<file path="src/rtl/mipi_csi_pkg.sv">
// rtl/mipi_csi_pkg.sv - CSI-2 TX constants, header ECC function and encoder state enum
package mipi_csi_pkg;

    localparam logic [5:0] DT_FS       = 6'h00;
    localparam logic [5:0] DT_FE       = 6'h01;
    localparam logic [5:0] DT_LS       = 6'h02;
    localparam logic [5:0] DT_LE       = 6'h03;
    localparam logic [5:0] DT_YUV422_8 = 6'h1E;
    localparam logic [5:0] DT_RAW8     = 6'h2A;
    localparam logic [5:0] DT_RAW10    = 6'h2B;
    localparam logic [5:0] DT_LONG_MIN = 6'h10;

    localparam logic [7:0]  SYNC_BYTE  = 8'hB8;
    localparam logic [15:0] CRC_SEED   = 16'hFFFF;
    localparam logic [15:0] CRC_POLY_R = 16'h8408;

    typedef enum logic [2:0] {
        ST_IDLE,
        ST_SYNC,
        ST_HDR0,
        ST_HDR1,
        ST_PAYLOAD,
        ST_CRC,
        ST_GAP
    } csi_state_t;

    // d = {WC_hi, WC_lo, DI}; each mask selects the data bits feeding one parity bit
    function automatic logic [7:0] csi_ecc6(input logic [23:0] d);
        csi_ecc6 = {2'b00,
                    ^(d & 24'hEFFC00),
                    ^(d & 24'hDF03F0),
                    ^(d & 24'hB8E38E),
                    ^(d & 24'h749A6D),
                    ^(d & 24'hF2555B),
                    ^(d & 24'hF12CB7)};
    endfunction

endpackage

</file>
<file path="src/rtl/mipi_csi_crc16_2b.sv">
// rtl/mipi_csi_crc16_2b.sv - reflected CRC-16 (0x8408) absorbing two bytes per cycle, low byte first
module mipi_csi_crc16_2b
    import mipi_csi_pkg::*;
(
    input  logic        wb_clk_i,
    input  logic        wb_rst_i,
    input  logic        clear_i,
    input  logic        enable_i,
    input  logic [15:0] data_i,
    output logic [15:0] crc_o
);

    function automatic logic [15:0] crc_byte(input logic [15:0] c, input logic [7:0] b);
        logic [15:0] r;
        r = c ^ {8'h00, b};
        for (int i = 0; i < 8; i++) begin
            r = r[0] ? ((r >> 1) ^ CRC_POLY_R) : (r >> 1);
        end
        return r;
    endfunction

    always_ff @(posedge wb_clk_i or posedge wb_rst_i) begin
        if (wb_rst_i) begin
            crc_o <= CRC_SEED;
        end else if (clear_i) begin
            crc_o <= CRC_SEED;
        end else if (enable_i) begin
            crc_o <= crc_byte(crc_byte(crc_o, data_i[7:0]), data_i[15:8]);
        end
    end

endmodule

</file>
<file path="src/rtl/mipi_csi_tx_packet_encoder_8b2lane.sv">
// rtl/mipi_csi_tx_packet_encoder_8b2lane.sv - CSI-2 2-lane packet encoder; CSI_TX_CRC_EN enables the payload CRC
module mipi_csi_tx_packet_encoder_8b2lane
    import mipi_csi_pkg::*;
#(
    parameter int unsigned GAP_CYCLES = 4
)
(
    input  logic        wb_clk_i,
    input  logic        wb_rst_i,
    input  logic        cmd_valid_i,
    output logic        cmd_ready_o,
    input  logic [1:0]  cmd_vc_i,
    input  logic [5:0]  cmd_dt_i,
    input  logic [15:0] cmd_wc_i,
    input  logic        pld_valid_i,
    output logic        pld_ready_o,
    input  logic [15:0] pld_data_i,
    output logic [7:0]  lane0_data_o,
    output logic [7:0]  lane1_data_o,
    output logic        hs_valid_o,
    output logic        busy_o,
    output logic        pkt_done_o,
    output logic        err_o
);

    localparam logic [7:0] GAP_LAST = 8'(GAP_CYCLES - 1);

    csi_state_t  state, state_n;
    logic [1:0]  vc_q;
    logic [5:0]  dt_q;
    logic [15:0] wc_q;
    logic [16:0] rem_q, rem_n;
    logic [7:0]  gap_q, gap_n;
    logic [7:0]  lane0_n, lane1_n;
    logic        hs_valid_n, pkt_done_n, err_n;
    logic        accept, is_long;
    logic [16:0] pld_len;
    logic [15:0] pld_word;
    logic [15:0] crc;
    logic [7:0]  di, ecc;

    assign cmd_ready_o = (state == ST_IDLE) && !wb_rst_i;
    assign accept      = cmd_valid_i && cmd_ready_o;
    assign busy_o      = (state != ST_IDLE);
    assign is_long     = (dt_q >= DT_LONG_MIN);
    // odd word counts are padded to an even byte count on the wire
    assign pld_len     = {1'b0, wc_q} + {16'd0, wc_q[0]};
    assign pld_word    = pld_valid_i ? pld_data_i : 16'h0000;
    assign di          = {vc_q, dt_q};
    assign ecc         = csi_ecc6({wc_q, di});

    // A word is taken on the edge that puts it on the lanes, so HDR1 already pulls the first one
    assign pld_ready_o = ((state == ST_HDR1) && is_long && (wc_q != 16'd0)) ||
                         ((state == ST_PAYLOAD) && (rem_q != 17'd0));

`ifdef CSI_TX_CRC_EN
    mipi_csi_crc16_2b u_crc (
        .wb_clk_i (wb_clk_i),
        .wb_rst_i (wb_rst_i),
        .clear_i  (accept),
        .enable_i (pld_ready_o),
        .data_i   (pld_word),
        .crc_o    (crc)
    );
`else
    assign crc = 16'h0000;
`endif

    always_comb begin
        state_n    = state;
        rem_n      = rem_q;
        gap_n      = gap_q;
        lane0_n    = 8'h00;
        lane1_n    = 8'h00;
        hs_valid_n = 1'b0;
        pkt_done_n = 1'b0;
        err_n      = 1'b0;
        case (state)
            ST_IDLE: begin
                if (accept) begin
                    state_n    = ST_SYNC;
                    lane0_n    = SYNC_BYTE;
                    lane1_n    = SYNC_BYTE;
                    hs_valid_n = 1'b1;
                    err_n      = (cmd_dt_i >= DT_LONG_MIN) && cmd_wc_i[0];
                end
            end
            ST_SYNC: begin
                state_n    = ST_HDR0;
                lane0_n    = di;
                lane1_n    = wc_q[7:0];
                hs_valid_n = 1'b1;
            end
            ST_HDR0: begin
                state_n    = ST_HDR1;
                lane0_n    = wc_q[15:8];
                lane1_n    = ecc;
                hs_valid_n = 1'b1;
            end
            ST_HDR1: begin
                if (!is_long) begin
                    state_n    = ST_GAP;
                    gap_n      = GAP_LAST;
                    pkt_done_n = 1'b1;
                end else if (wc_q == 16'd0) begin
                    state_n    = ST_CRC;
                    lane0_n    = crc[7:0];
                    lane1_n    = crc[15:8];
                    hs_valid_n = 1'b1;
                end else begin
                    state_n    = ST_PAYLOAD;
                    rem_n      = pld_len - 17'd2;
                    lane0_n    = pld_word[7:0];
                    lane1_n    = pld_word[15:8];
                    hs_valid_n = 1'b1;
                    err_n      = !pld_valid_i;
                end
            end
            ST_PAYLOAD: begin
                hs_valid_n = 1'b1;
                if (rem_q != 17'd0) begin
                    rem_n   = rem_q - 17'd2;
                    lane0_n = pld_word[7:0];
                    lane1_n = pld_word[15:8];
                    err_n   = !pld_valid_i;
                end else begin
                    state_n = ST_CRC;
                    lane0_n = crc[7:0];
                    lane1_n = crc[15:8];
                end
            end
            ST_CRC: begin
                state_n    = ST_GAP;
                gap_n      = GAP_LAST;
                pkt_done_n = 1'b1;
            end
            ST_GAP: begin
                if (gap_q == 8'd0) begin
                    state_n = ST_IDLE;
                end else begin
                    gap_n = gap_q - 8'd1;
                end
            end
            default: state_n = ST_IDLE;
        endcase
    end

    always_ff @(posedge wb_clk_i or posedge wb_rst_i) begin
        if (wb_rst_i) begin
            state        <= ST_IDLE;
            vc_q         <= 2'd0;
            dt_q         <= 6'd0;
            wc_q         <= 16'd0;
            rem_q        <= 17'd0;
            gap_q        <= 8'd0;
            lane0_data_o <= 8'h00;
            lane1_data_o <= 8'h00;
            hs_valid_o   <= 1'b0;
            pkt_done_o   <= 1'b0;
            err_o        <= 1'b0;
        end else begin
            state        <= state_n;
            rem_q        <= rem_n;
            gap_q        <= gap_n;
            lane0_data_o <= lane0_n;
            lane1_data_o <= lane1_n;
            hs_valid_o   <= hs_valid_n;
            pkt_done_o   <= pkt_done_n;
            err_o        <= err_n;
            if (accept) begin
                vc_q <= cmd_vc_i;
                dt_q <= cmd_dt_i;
                wc_q <= cmd_wc_i;
            end
        end
    end

endmodule

</file>
<file path="config.mk">
export PLATFORM = sky130hd
export DESIGN_NAME = mipi_csi_tx_packet_encoder_8b2lane
export DESIGN_NICKNAME = d
export VERILOG_FILES = /design/src/rtl/mipi_csi_pkg.sv /design/src/rtl/mipi_csi_crc16_2b.sv /design/src/rtl/mipi_csi_tx_packet_encoder_8b2lane.sv
export SDC_FILE = /design/constraint.sdc
export NUM_CORES = 1
export LEC_CHECK = 0
export BUFFER_PORTS_ARGS = -buffer_cell sky130_fd_sc_hd__buf_2
export CAP_MARGIN = 40
export CORE_UTILIZATION = 45
export CTS_CLUSTER_DIAMETER = 200
export DETAILED_ROUTE_END_ITERATION = 7
export GPL_TIMING_DRIVEN = 0
export PLACE_DENSITY = 0.65
export REMOVE_ABC_BUFFERS = 1
export SYNTH_ARGS = -nofsm -noshare
export SYNTH_HDL_FRONTEND = slang
export SYNTH_SLANG_ARGS = --single-unit
</file>
<file path="constraint.sdc">
create_clock -name wb_clk_i -period 3.9 [get_ports wb_clk_i]
set_clock_uncertainty 0.15 [all_clocks]
set_input_delay 0 -clock wb_clk_i [delete_from_list [all_inputs] [get_ports wb_clk_i]]
set_output_delay 0 -clock wb_clk_i [all_outputs]
set_load 0.005 [all_outputs]
</file>
==> results.json <==
{
  "run_status": "finished clean",
  "avgSynthCellArea_um2": 8.88,
  "clkLatencyLatePin_ns": 0.37,
  "global_route.overflow_total": 0,
  "slew_margin_rel": 0.424,
  "slew_violations": 0,
  "commonest_cells_in_the_netlist": "70 x sky130_fd_sc_hd__dfrtp_1, 57 x sky130_fd_sc_hd__nand2_1, 43 x sky130_fd_sc_hd__o21ai_0, 43 x sky130_fd_sc_hd__xnor2_1, 37 x sky130_fd_sc_hd__nor2_1",
  "power_density_relative_to_cell_area_nw_per_um2": 1050,
  "syn_to_final_growth_pct": 24.8,
  "worstSetupEndpointType": "register",
  "reg2reg_from": "rem_q[3]",
  "setup-violations-final": 0,
  "clkSlewWorstSetupHoldPaths_ns": 0.09,
  "post-synth-top-count-cell": "sky130_fd_sc_hd__dfrtp_1",
  "coreArea_um2": 9820,
  "route.detailed.drc": 0,
  "critical_path_required_ns": 4.00,
  "fillerInstances": 885,
  "die-width_um": 103,
  "critical_path_peak_fanout": 18,
  "drive_above_1_share": 0.158,
  "cts_num_sinks": 70,
  "postRouteWirelength_um": 12100,
  "vias_per_cell": 5.50,
  "post_synth_and_or_nand_nor_area_fraction": 0.173,
  "clock_tree.buffer_depth": 2,
  "post_synth_mux_area_share": 0.00878,
  "synth.top_cell.area_share": 0.384,
  "regArea_um2": 1750,
  "yosys_register_bits": 70,
  "post-route-min-period_ns": 3.48,
  "final_area_um2": 5690,
  "cp_data_arrival_time_ns": 3.58,
  "dp.final_hpwl_um": 8380,
  "register_area_share_after_synthesis": 0.384,
  "antenna_cells": 0,
  "ctsRootBufferMaster": "sky130_fd_sc_hd__clkbuf_8",
  "fp.dieH_um": 103,
  "vdd_drop_max_mv": 0.578,
  "synth-adder-area-share": 0.0757,
  "multiInputGateArea_um2": 2570,
  "post_synthesis_cell_area_um2": 4560,
  "routedWlPerCell_um": 16.0,
  "route.vias.total": 4169,
  "synth_compound_gate_area_share": 0.199,
  "rsz0062_at_grt": "no",
  "crit_path_kind": "reg -> reg",
  "remaining_antenna_violation_count": 0,
  "min_period_over_period": 0.892,
  "grt_antenna_before_repair": 0,
  "numPortBuffers": 65,
  "num_rows": 36,
  "cp-start-kind": "register",
  "initialDrtViolationCount": 296,
  "detailed_place.area_um2": 5010,
  "postCtsSetupRepairBufs": 0,
  "postSynth.asyncResetShare": 1.00,
  "worst_pin_slew_ns": 0.863,
  "yosys.cell_types.count": 62,
  "total_leakage_power_uw": 0.00262,
  "pin_count": 66,
  "post_synth_xor_area_fraction": 0.106,
  "die-area_um2": 10500,
  "num-nets-final": 691,
  "initial_core_util": 0.465,
  "clock.fmax_ghz": 0.287,
  "synth_warnings": 0,
  "final_sum_of_negative_setup_slack_ns": 0,
  "number_of_instances_in_the_synthesized_netlist": 514,
  "cts_htree_levels": 3,
  "worst_setup_path_startpoint": "rem_q[3]",
  "util_after_layout": 0.580,
  "cts_inserted_buffers": 9,
  "dominant_combinational_cell_family_by_area_after_synthesis": "compound AO/OA/AOI/OAI gates",
  "synth_flop_type": "sky130_fd_sc_hd__dfrtp_1",
  "cts_tree": "done",
  "number_of_maximum_capacitance_violations": 0,
  "gp_congestion": 0.880,
  "final-hold-violation-count": 0,
  "synth_top_area_cell": "sky130_fd_sc_hd__dfrtp_1",
  "grt_pass1_wl_um": 20000,
  "synthTopCellsByArea": "sky130_fd_sc_hd__dfrtp_1 38%, sky130_fd_sc_hd__xnor2_1 8.3%, sky130_fd_sc_hd__ha_1 7.1%, sky130_fd_sc_hd__o21ai_0 4.7%, sky130_fd_sc_hd__nand2_1 4.7%",
  "hold_path_startpoint": "pld_data_i[13]",
  "grt_start_max_net_pins": 52,
  "firstDrtPassIters": 5,
  "synth_enable_flop_cells": 0,
  "grtUsageTotal": 0.249,
  "hold_path.class": "in -> reg",
  "first_global_vias": 4092
}
==> repair_timing <==
| action | CTS | global route |
|---|---|---|
| endpoints found under the hold margin | 111 | 0 |
| endpoints found under the setup margin | 0 | 1 |
| gates resized for setup | 0 | 1 |
| hold buffers | 50 | 0 |
==> cells by family (layout without fill, tap and decap cells) <==
| group | after synthesis | after routing |
|---|---|---|
| AO/OA/AOI/OAI | 136 | 136 |
| buffers and inverters | 62 | 173 |
| flip-flops | 70 | 70 |
| AND/OR/NAND/NOR | 160 | 160 |
| adder cells (fa/ha/maj) | 27 | 27 |
| XOR/XNOR | 55 | 55 |
| multiplexers | 4 | 4 |
==> through the flow <==
step / hold WS, ns / power [uW] / setup slack, ns / instances
final: 0.219 / 6000 / 0.420 / 758
after global routing: 0.228 / 6560 / 0.187 / 758
after CTS: 0.207 / 5990 / 0.221 / 758
after detailed placement: -0.161 / 5310 / 0.489 / 692
after global placement: 0.0439 / 5200 / 0.403 / 687
after floorplan: -0.107 / 4410 / 0.897 / 489
==> path summary, 6_finish.rpt <==
| path | to | slack, ns | cells past startpoint |
|---|---|---|---|
| min in group asynchronous | pkt_done_o | 0.59 | 4 |
| min | lane1_data_o[5] | 0.22 | 4 |
| min reg2reg | gap_q[0] | 0.36 | 1 |
| max | err_o | 0.42 | 6 |
| max reg2reg | err_o | 0.42 | 6 |
| max in group asynchronous | dt_q[0] | 2.45 | 5 |
==> report_power, final <==
part	total, uW	leakage [uW]	internal [uW]	switching [uW]
registers	1440	0.000873	1070	375
clock network	558	0.0000849	250	308
logic	4000	0.00166	1880	2120
==> critical path, cell delays in order, from the launching register on <==
cell and delay (ns):
sky130_fd_sc_hd__dfrtp_1 0.39, sky130_fd_sc_hd__nor3_1 0.56, sky130_fd_sc_hd__nand3b_1 0.43, sky130_fd_sc_hd__o41ai_4 0.63, sky130_fd_sc_hd__and2_2 0.46, sky130_fd_sc_hd__o32ai_1 0.16, sky130_fd_sc_hd__dlygate4sd3_1 0.58
==> registers in the layout (all words and copies together) (netlist names) <==
| register | cells |
|---|---|
| wc_q | 16 |
| dt_q | 6 |
| hs_valid_o | 1 |
| lane1_data_o | 8 |
| gap_q | 8 |
| lane0_data_o | 8 |
| pkt_done_o | 1 |
| state | 3 |
| rem_q | 16 |
| err_o | 1 |
| vc_q | 2 |
==> cells in the final DEF, fill, tap and decap left out, types with 5 or more instances in the layout <==
master and n:
sky130_fd_sc_hd__a211oi_1 5, sky130_fd_sc_hd__a21o_1 6, sky130_fd_sc_hd__a21oi_1 28, sky130_fd_sc_hd__a221oi_1 7, sky130_fd_sc_hd__a31oi_1 9, sky130_fd_sc_hd__buf_2 66
sky130_fd_sc_hd__clkbuf_8 10, sky130_fd_sc_hd__dfrtp_1 70, sky130_fd_sc_hd__dlygate4sd3_1 50, sky130_fd_sc_hd__ha_1 26, sky130_fd_sc_hd__inv_1 35, sky130_fd_sc_hd__nand2_1 57
sky130_fd_sc_hd__nand2b_1 5, sky130_fd_sc_hd__nand3_1 5, sky130_fd_sc_hd__nor2_1 37, sky130_fd_sc_hd__nor2b_1 8, sky130_fd_sc_hd__nor3_1 12, sky130_fd_sc_hd__o21ai_0 43
sky130_fd_sc_hd__xnor2_1 43, sky130_fd_sc_hd__xor2_1 12
==> area by class of cell <==
| class | instances | share of cell area |
|---|---|---|
| Clock inverter | 6 | 0.00791 |
| Inverter | 37 | 0.0248 |
| Clock buffer | 10 | 0.0242 |
| Sequential cell | 70 | 0.308 |
| Timing Repair Buffer | 120 | 0.155 |
| Multi-Input combinational cell | 382 | 0.451 |
| Tap cell | 133 | 0.0292 |
==> per-layer routing <==
| metal | vias to the layer above | share of wire | track usage | wire, um |
|---|---|---|---|---|
| met5 | - | 0 | 0 | 0 |
| met4 | 0 | 0.023 | 0.0813 | 274 |
| met3 | 22 | 0.051 | 0.0502 | 623 |
| met2 | 118 | 0.48 | 0.398 | 5790 |
| met1 | 2005 | 0.45 | 0.336 | 5440 |
| li1 | 2024 | - | - | - |
Note: power is estimated with default switching activity, not from simulation.
